===== config.mk =====
export PLATFORM = sky130hd
export DESIGN_NAME = spi_flash_responder
export DESIGN_NICKNAME = d
export VERILOG_FILES = /design/src/rtl/spi_flash_responder.sv
export SDC_FILE = /design/constraint.sdc
export NUM_CORES = 1
export LEC_CHECK = 0
export ABC_CLOCK_PERIOD_IN_PS = 5520
export CORE_AREA = 2 2 112 114
export DETAILED_ROUTE_END_ITERATION = 6
export DIE_AREA = 0 0 114 116
export HOLD_SLACK_MARGIN = 0.06
export RECOVER_POWER = 50
export SLEW_MARGIN = 15
export SYNTH_ARGS = -nofsm -noshare
export SYNTH_HDL_FRONTEND = slang
export SYNTH_SLANG_ARGS = --single-unit
export TNS_END_PERCENT = 5

===== constraint.sdc =====
create_clock -name clk -period 5.52 [get_ports clk]
set_input_delay 1.104 -clock clk [delete_from_list [all_inputs] [get_ports clk]]
set_output_delay 1.104 -clock clk [all_outputs]
set_load 0.005 [all_outputs]

===== src/rtl/spi_flash_responder.sv =====
// Answers SPI READ/FAST_READ from the SDRAM flash image. Data is ready busy-wait + SDRAM latency + 1 cycle after ISSUE entry.
// Stalls on sd_busy or a still-outstanding read; host strobes that arrive during WAIT are counted as misses.
module spi_flash_responder #(
    parameter int          ADDR_BITS = 25,
    parameter logic [7:0]  READ_CMD  = 8'h03,
    parameter logic [7:0]  FAST_CMD  = 8'h0B
) (
    input  logic                 clk,
    input  logic                 reset,
    input  logic                 spi_rx_strobe,
    input  logic                 spi_rx_cmd,
    input  logic [7:0]           spi_rx_data,
    output logic [7:0]           spi_tx_data,
    output logic [ADDR_BITS-1:0] sd_addr,
    output logic                 sd_enable,
    output logic                 sd_we,
    input  logic [7:0]           sd_rd_data,
    input  logic                 sd_rd_ready,
    input  logic                 sd_busy,
    output logic                 sd_refresh_inhibit,
    output logic [15:0]          miss_count
);

    typedef enum logic [2:0] {IDLE, ADDR, DUMMY, ISSUE, WAIT, DATA} state_t;

    state_t      state;
    logic [23:0] addr;
    logic [1:0]  byte_cnt;
    logic        fast;
    logic        rd_outstanding;

    logic rx_cmd;
    logic rx_byte;

    assign rx_cmd             = spi_rx_strobe & spi_rx_cmd;
    assign rx_byte            = spi_rx_strobe & ~spi_rx_cmd;
    assign sd_we              = 1'b0;
    assign sd_refresh_inhibit = (state != IDLE);

    always_ff @(posedge clk or posedge reset) begin
        if (reset) begin
            state          <= IDLE;
            spi_tx_data    <= 8'hFF;
            sd_enable      <= 1'b0;
            sd_addr        <= '0;
            miss_count     <= 16'd0;
            rd_outstanding <= 1'b0;
            addr           <= 24'd0;
            byte_cnt       <= 2'd0;
            fast           <= 1'b0;
        end else begin
            sd_enable <= 1'b0;
            // Any returning read retires the outstanding one, even if it is discarded.
            if (sd_rd_ready) begin
                rd_outstanding <= 1'b0;
            end

            if (rx_cmd) begin
                spi_tx_data <= 8'hFF;
                byte_cnt    <= 2'd0;
                if (spi_rx_data == READ_CMD) begin
                    state <= ADDR;
                    fast  <= 1'b0;
                end else if (spi_rx_data == FAST_CMD) begin
                    state <= ADDR;
                    fast  <= 1'b1;
                end else begin
                    state <= IDLE;
                end
            end else begin
                case (state)
                    IDLE: begin
                    end
                    ADDR: begin
                        if (rx_byte) begin
                            case (byte_cnt)
                                2'd0:    addr[23:16] <= spi_rx_data;
                                2'd1:    addr[15:8]  <= spi_rx_data;
                                default: addr[7:0]   <= spi_rx_data;
                            endcase
                            byte_cnt <= byte_cnt + 2'd1;
                            if (byte_cnt == 2'd2) begin
                                state <= fast ? DUMMY : ISSUE;
                            end
                        end
                    end
                    DUMMY: begin
                        if (rx_byte) begin
                            state <= ISSUE;
                        end
                    end
                    ISSUE: begin
                        if (!sd_busy && !rd_outstanding) begin
                            sd_enable      <= 1'b1;
                            sd_addr        <= {{(ADDR_BITS-24){1'b0}}, addr};
                            rd_outstanding <= 1'b1;
                            state          <= WAIT;
                        end
                    end
                    WAIT: begin
                        if (sd_rd_ready) begin
                            spi_tx_data <= sd_rd_data;
                            addr        <= addr + 24'd1;
                            state       <= DATA;
                        end
                        // The host clocked out a byte we had not fetched yet.
                        if (rx_byte && miss_count != 16'hFFFF) begin
                            miss_count <= miss_count + 16'd1;
                        end
                    end
                    DATA: begin
                        if (rx_byte) begin
                            state <= ISSUE;
                        end
                    end
                    default: state <= IDLE;
                endcase
            end
        end
    end

endmodule


==> metrics list <==
* Top FF cell, synth: dfrtp_1
* Total routing resource utilization after global routing: 0.160
* Post-Syn Instances: 399
- No sink is reached through more buffers than the 2 on the longest clock path.
* Cell types with the largest area share after synthesis: dfrtp_1 (44%), mux2_4 (5.4%), dfstp_2 (5.1%), nand2_1 (3.8%), a21oi_1 (3.6%)
- Slew of the pin with the lowest slew margin: 2.04 ns
- In this run the remaining antenna-violating nets after routing total 0.
- Wirelength, routed: 10100 microns
* Routed wirelength normalized by instance count: 16.3 microns
- The number of global-route vias before repair was 3264.
- The hold violation total from the final report is 0.
- Among the stages of the critical path, the cell type that occurs most often is nand2_1.
* Path type of the worst setup path: in2reg
* Violation count after the first detailed-route iteration: 329
- Unrepaired setup endpoints after global routing: no
- The number of gates resized after CTS was 0.
- The checks that failed: max-capacitance violations, max-slew violations.
- Once the clock tree was built, the setup fixing pass inserted 0 buffers.
* Hold-fix buffers, CTS: 0
- Peak clock frequency supported by timing: 284 MHz
* Initial antenna violation count: 0
- The first global-routing pass estimated 16600 microns of wire.
- Run status: complete, but fails checks
* Startpoint of the worst setup timing path: spi_rx_strobe
* Placer Congestion: 0.941
- STA classifies the critical path endpoint as a flip-flop.
* Row Count: 40
- Post-synthesis async set-or-reset flop share: 1.00
- Number of warning messages in the yosys log: 0
* Non-Filler Cell Area, Final: 5240 sq um
* Average cell area after synthesis: 10.4 sq um
- Dividing the detail-routed via count by the number of cells gives 5.44.
- Measured along the y axis, the die boundary spans 116 microns.
- In this design, the stage delay of the slowest critical-path cell is 0.83 ns.
- Largest vdd supply drop: 0.160 mV
- TritonCTS built the clock tree.
* Final TNS setup: 0 ns
* Crit path required time: 5.74 ns
- Largest area contributor in the netlist: dfrtp_1
- Root Buffer Master: clkbuf_16
- Crit path max-delay cell type: or4_1
- In this run the static leakage power is 2.35 nW.
* Post-layout util: 0.440
- Max-slew violation count: 47
- The initial utilization of the core area, before any placement, comes to 0.347.
* Share of synthesized area occupied by flip-flops and latches: 0.486
* Total half-perimeter wirelength after legalization and detailed placement: 7250 microns
* Number of different library cells in the post-synthesis netlist: 59
- Diode insertion count for antenna repair: 0
- The die is 114 microns wide.
- Arrival time at the worst endpoint: 3.74 ns
* Max-cap viol count: 1
- After floorplanning, the core was sized to cover 11900 sq um.
- STA classifies the critical path startpoint as an input port.
- Entering global routing, the biggest net connects 47 pins.
- Tightest hold margin: 0.488 ns
* Overall die area: 13200 sq um
- Clock latency on the worst-skew pair: 0.34 ns
- Number of search-and-repair iterations in the first detailed-routing pass: 5
- For the final database, setup skew stands at 0.00610 ns.
* Path class of the lowest-slack min-delay path: reg2reg
- Layout-stage area growth over the synthesis result: 26.6%
- The clock drives 80 sinks.
- H-tree levels: 3
* Number of synthesized flops with an enable pin: 0
- Synth Cell Area: 4140 sq um
- Of the post-synthesis cell area, the dominant cell type holds 0.435.
* Total number of vias: 3359
- Counting both buffers and inverters, the worst setup path holds a total of 2.
- In the final layout, the share of cells above drive strength 1 is 0.119.
* Min-Delay Startpoint: sd_addr[16]$_DFFE_PP0P_
- Clock-pin slew was measured on the worst setup and hold paths at 0.06 ns.
- Synthesized flop and latch total: 80
* Post-layout nets: 493
- Final setup violation count: 0
- Total clock buffers created by CTS: 9
- Summing all placed instances gives a cell area of 4950 sq um.
* Kind of cell adding the most delay to the critical path: simple AND/OR/NAND/NOR gates
* Crit-path cells: dlygate4sd3_1 -> nand2_1 -> nand2_1 -> or4_1 -> buf_4 -> mux2_1
- Total global routing overflow: 0
- The layout has 1134 filler cells.
- Input and output buffers added on the ports amount to 71.
- In the routed design, unresolved DRC markers number 0.
- Ports placed on the boundary: 74
- Post-layout minimum cycle time: 3.52 ns
* Startpoint of the worst register-to-register path: state[0]$_DFFE_PP0P_
- Final critical-path share of the clock period: 0.639
- In this run the worst path has a maximum fanout of 15.
* Headroom to the max-slew limit: -0.366
* Power per unit of standard cell area: 403 nW/um^2
## metal layers
layer,GRT usage,routed length [microns],vias to the layer above
li1,-,-,1587
met1,0.220,4580,1633
met3,0.0277,487,28
met2,0.234,4560,111
met5,0,0,-
met4,0.105,440,0
## flip-flops by register name (all words and copies together), names as in the netlist
register        cells
byte_cnt            2
sd_addr            24
spi_tx_data         8
state               3
fast                1
sd_enable           1
addr               24
miss_count         16
rd_outstanding      1
## synthesized netlist by cell type (10+ instances only)
cell      n
a21oi_1  30
dfrtp_1  72
inv_1    10
mux2_1   10
mux2_4   15
nand2_1  42
nand3_1  24
nand4_1  10
nor2_1   29
o21ai_0  11
xnor2_1  11
## through the flow
stage               std cells  power [W]  worst slack [ns]
finish                    618    0.00211              2.00
global placement          602    0.00149              1.81
CTS                       618    0.00214              2.08
global route              618    0.00224              1.87
floorplan                 400    0.00126              2.38
detailed placement        602    0.00150              1.71
## worst reg2reg max path: cells and delay by family (launching register included)
kind	cells	cell delay, ns
buffers and inverters	1	0.41
AO/OA/AOI/OAI	1	0.59
multiplexers	1	0.38
AND/OR/NAND/NOR	2	0.43
flip-flops	1	0.55
## logic make-up (layout without fill, tap and decap cells)
kind of cell | Yosys count | after routing | share of synthesized area
DFF | 80 | 80 | 0.486
buffers and inverters | 29 | 100 | 0.0348
and+or+nand+nor | 148 | 148 | 0.191
other | 1 | 2 | 0.000906
adders and majority gates | 5 | 5 | 0.0151
AOI/OAI and AO/OA | 95 | 95 | 0.155
muxes | 28 | 28 | 0.0895
xor gates and xnor gates | 13 | 13 | 0.0275
## final cells by class
type	instances	area (sq um)	share of cell area
repair buffers	74	733	0.140
well taps	147	184	0.0351
multi-input cells	291	1960	0.373
flip-flops and latches	80	2010	0.384
clock buffers	13	250	0.0478
clock inverters	3	65.1	0.0124
inverters	10	38.8	0.00740
## cells in the final DEF, fill, tap and decap left out, drive strengths merged, types with 3 or more instances in the layout
| master | instances |
|---|---|
| dfrtp | 72 |
| and2 | 4 |
| dlygate4sd3 | 30 |
| xnor2 | 11 |
| clkdlybuf4s50 | 41 |
| o22a | 8 |
| nor3 | 9 |
| o21a | 5 |
| o22ai | 3 |
| a31o | 5 |
| nand4 | 10 |
| nand3 | 24 |
| a21oi | 30 |
| nor2 | 29 |
| dfstp | 8 |
| nor4 | 4 |
| o21ai | 17 |
| or3 | 4 |
| mux2 | 27 |
| and3 | 7 |
| a31oi | 9 |
| nand2 | 42 |
| clkbuf | 13 |
| a41oi | 3 |
| inv | 9 |
| buf | 3 |
| nand2b | 5 |
| ha | 5 |
## worst paths after layout
path	end	slack [ns]	cells past startpoint
worst min register to register	sd_addr[16]$_DFFE_PP0P_	0.49	1
worst max register to register	miss_count[1]$_DFFE_PP0P_	3.06	5
worst min-delay path	sd_addr[16]$_DFFE_PP0P_	0.49	1
max in group asynchronous	spi_tx_data[5]$_DFFE_PP1P_	2.52	3
worst max-delay path	sd_addr[21]$_DFFE_PP0P_	2.00	6
min in group asynchronous	miss_count[3]$_DFFE_PP0P_	1.75	2
## power by group
group          internal (W)  leakage [nW]  switching, W
combinational      0.000288          1.19      0.000268
clock              0.000408         0.154      0.000226
sequential         0.000739          1.01      0.000182
No activity file was read; power rests on OpenSTA's default activity.
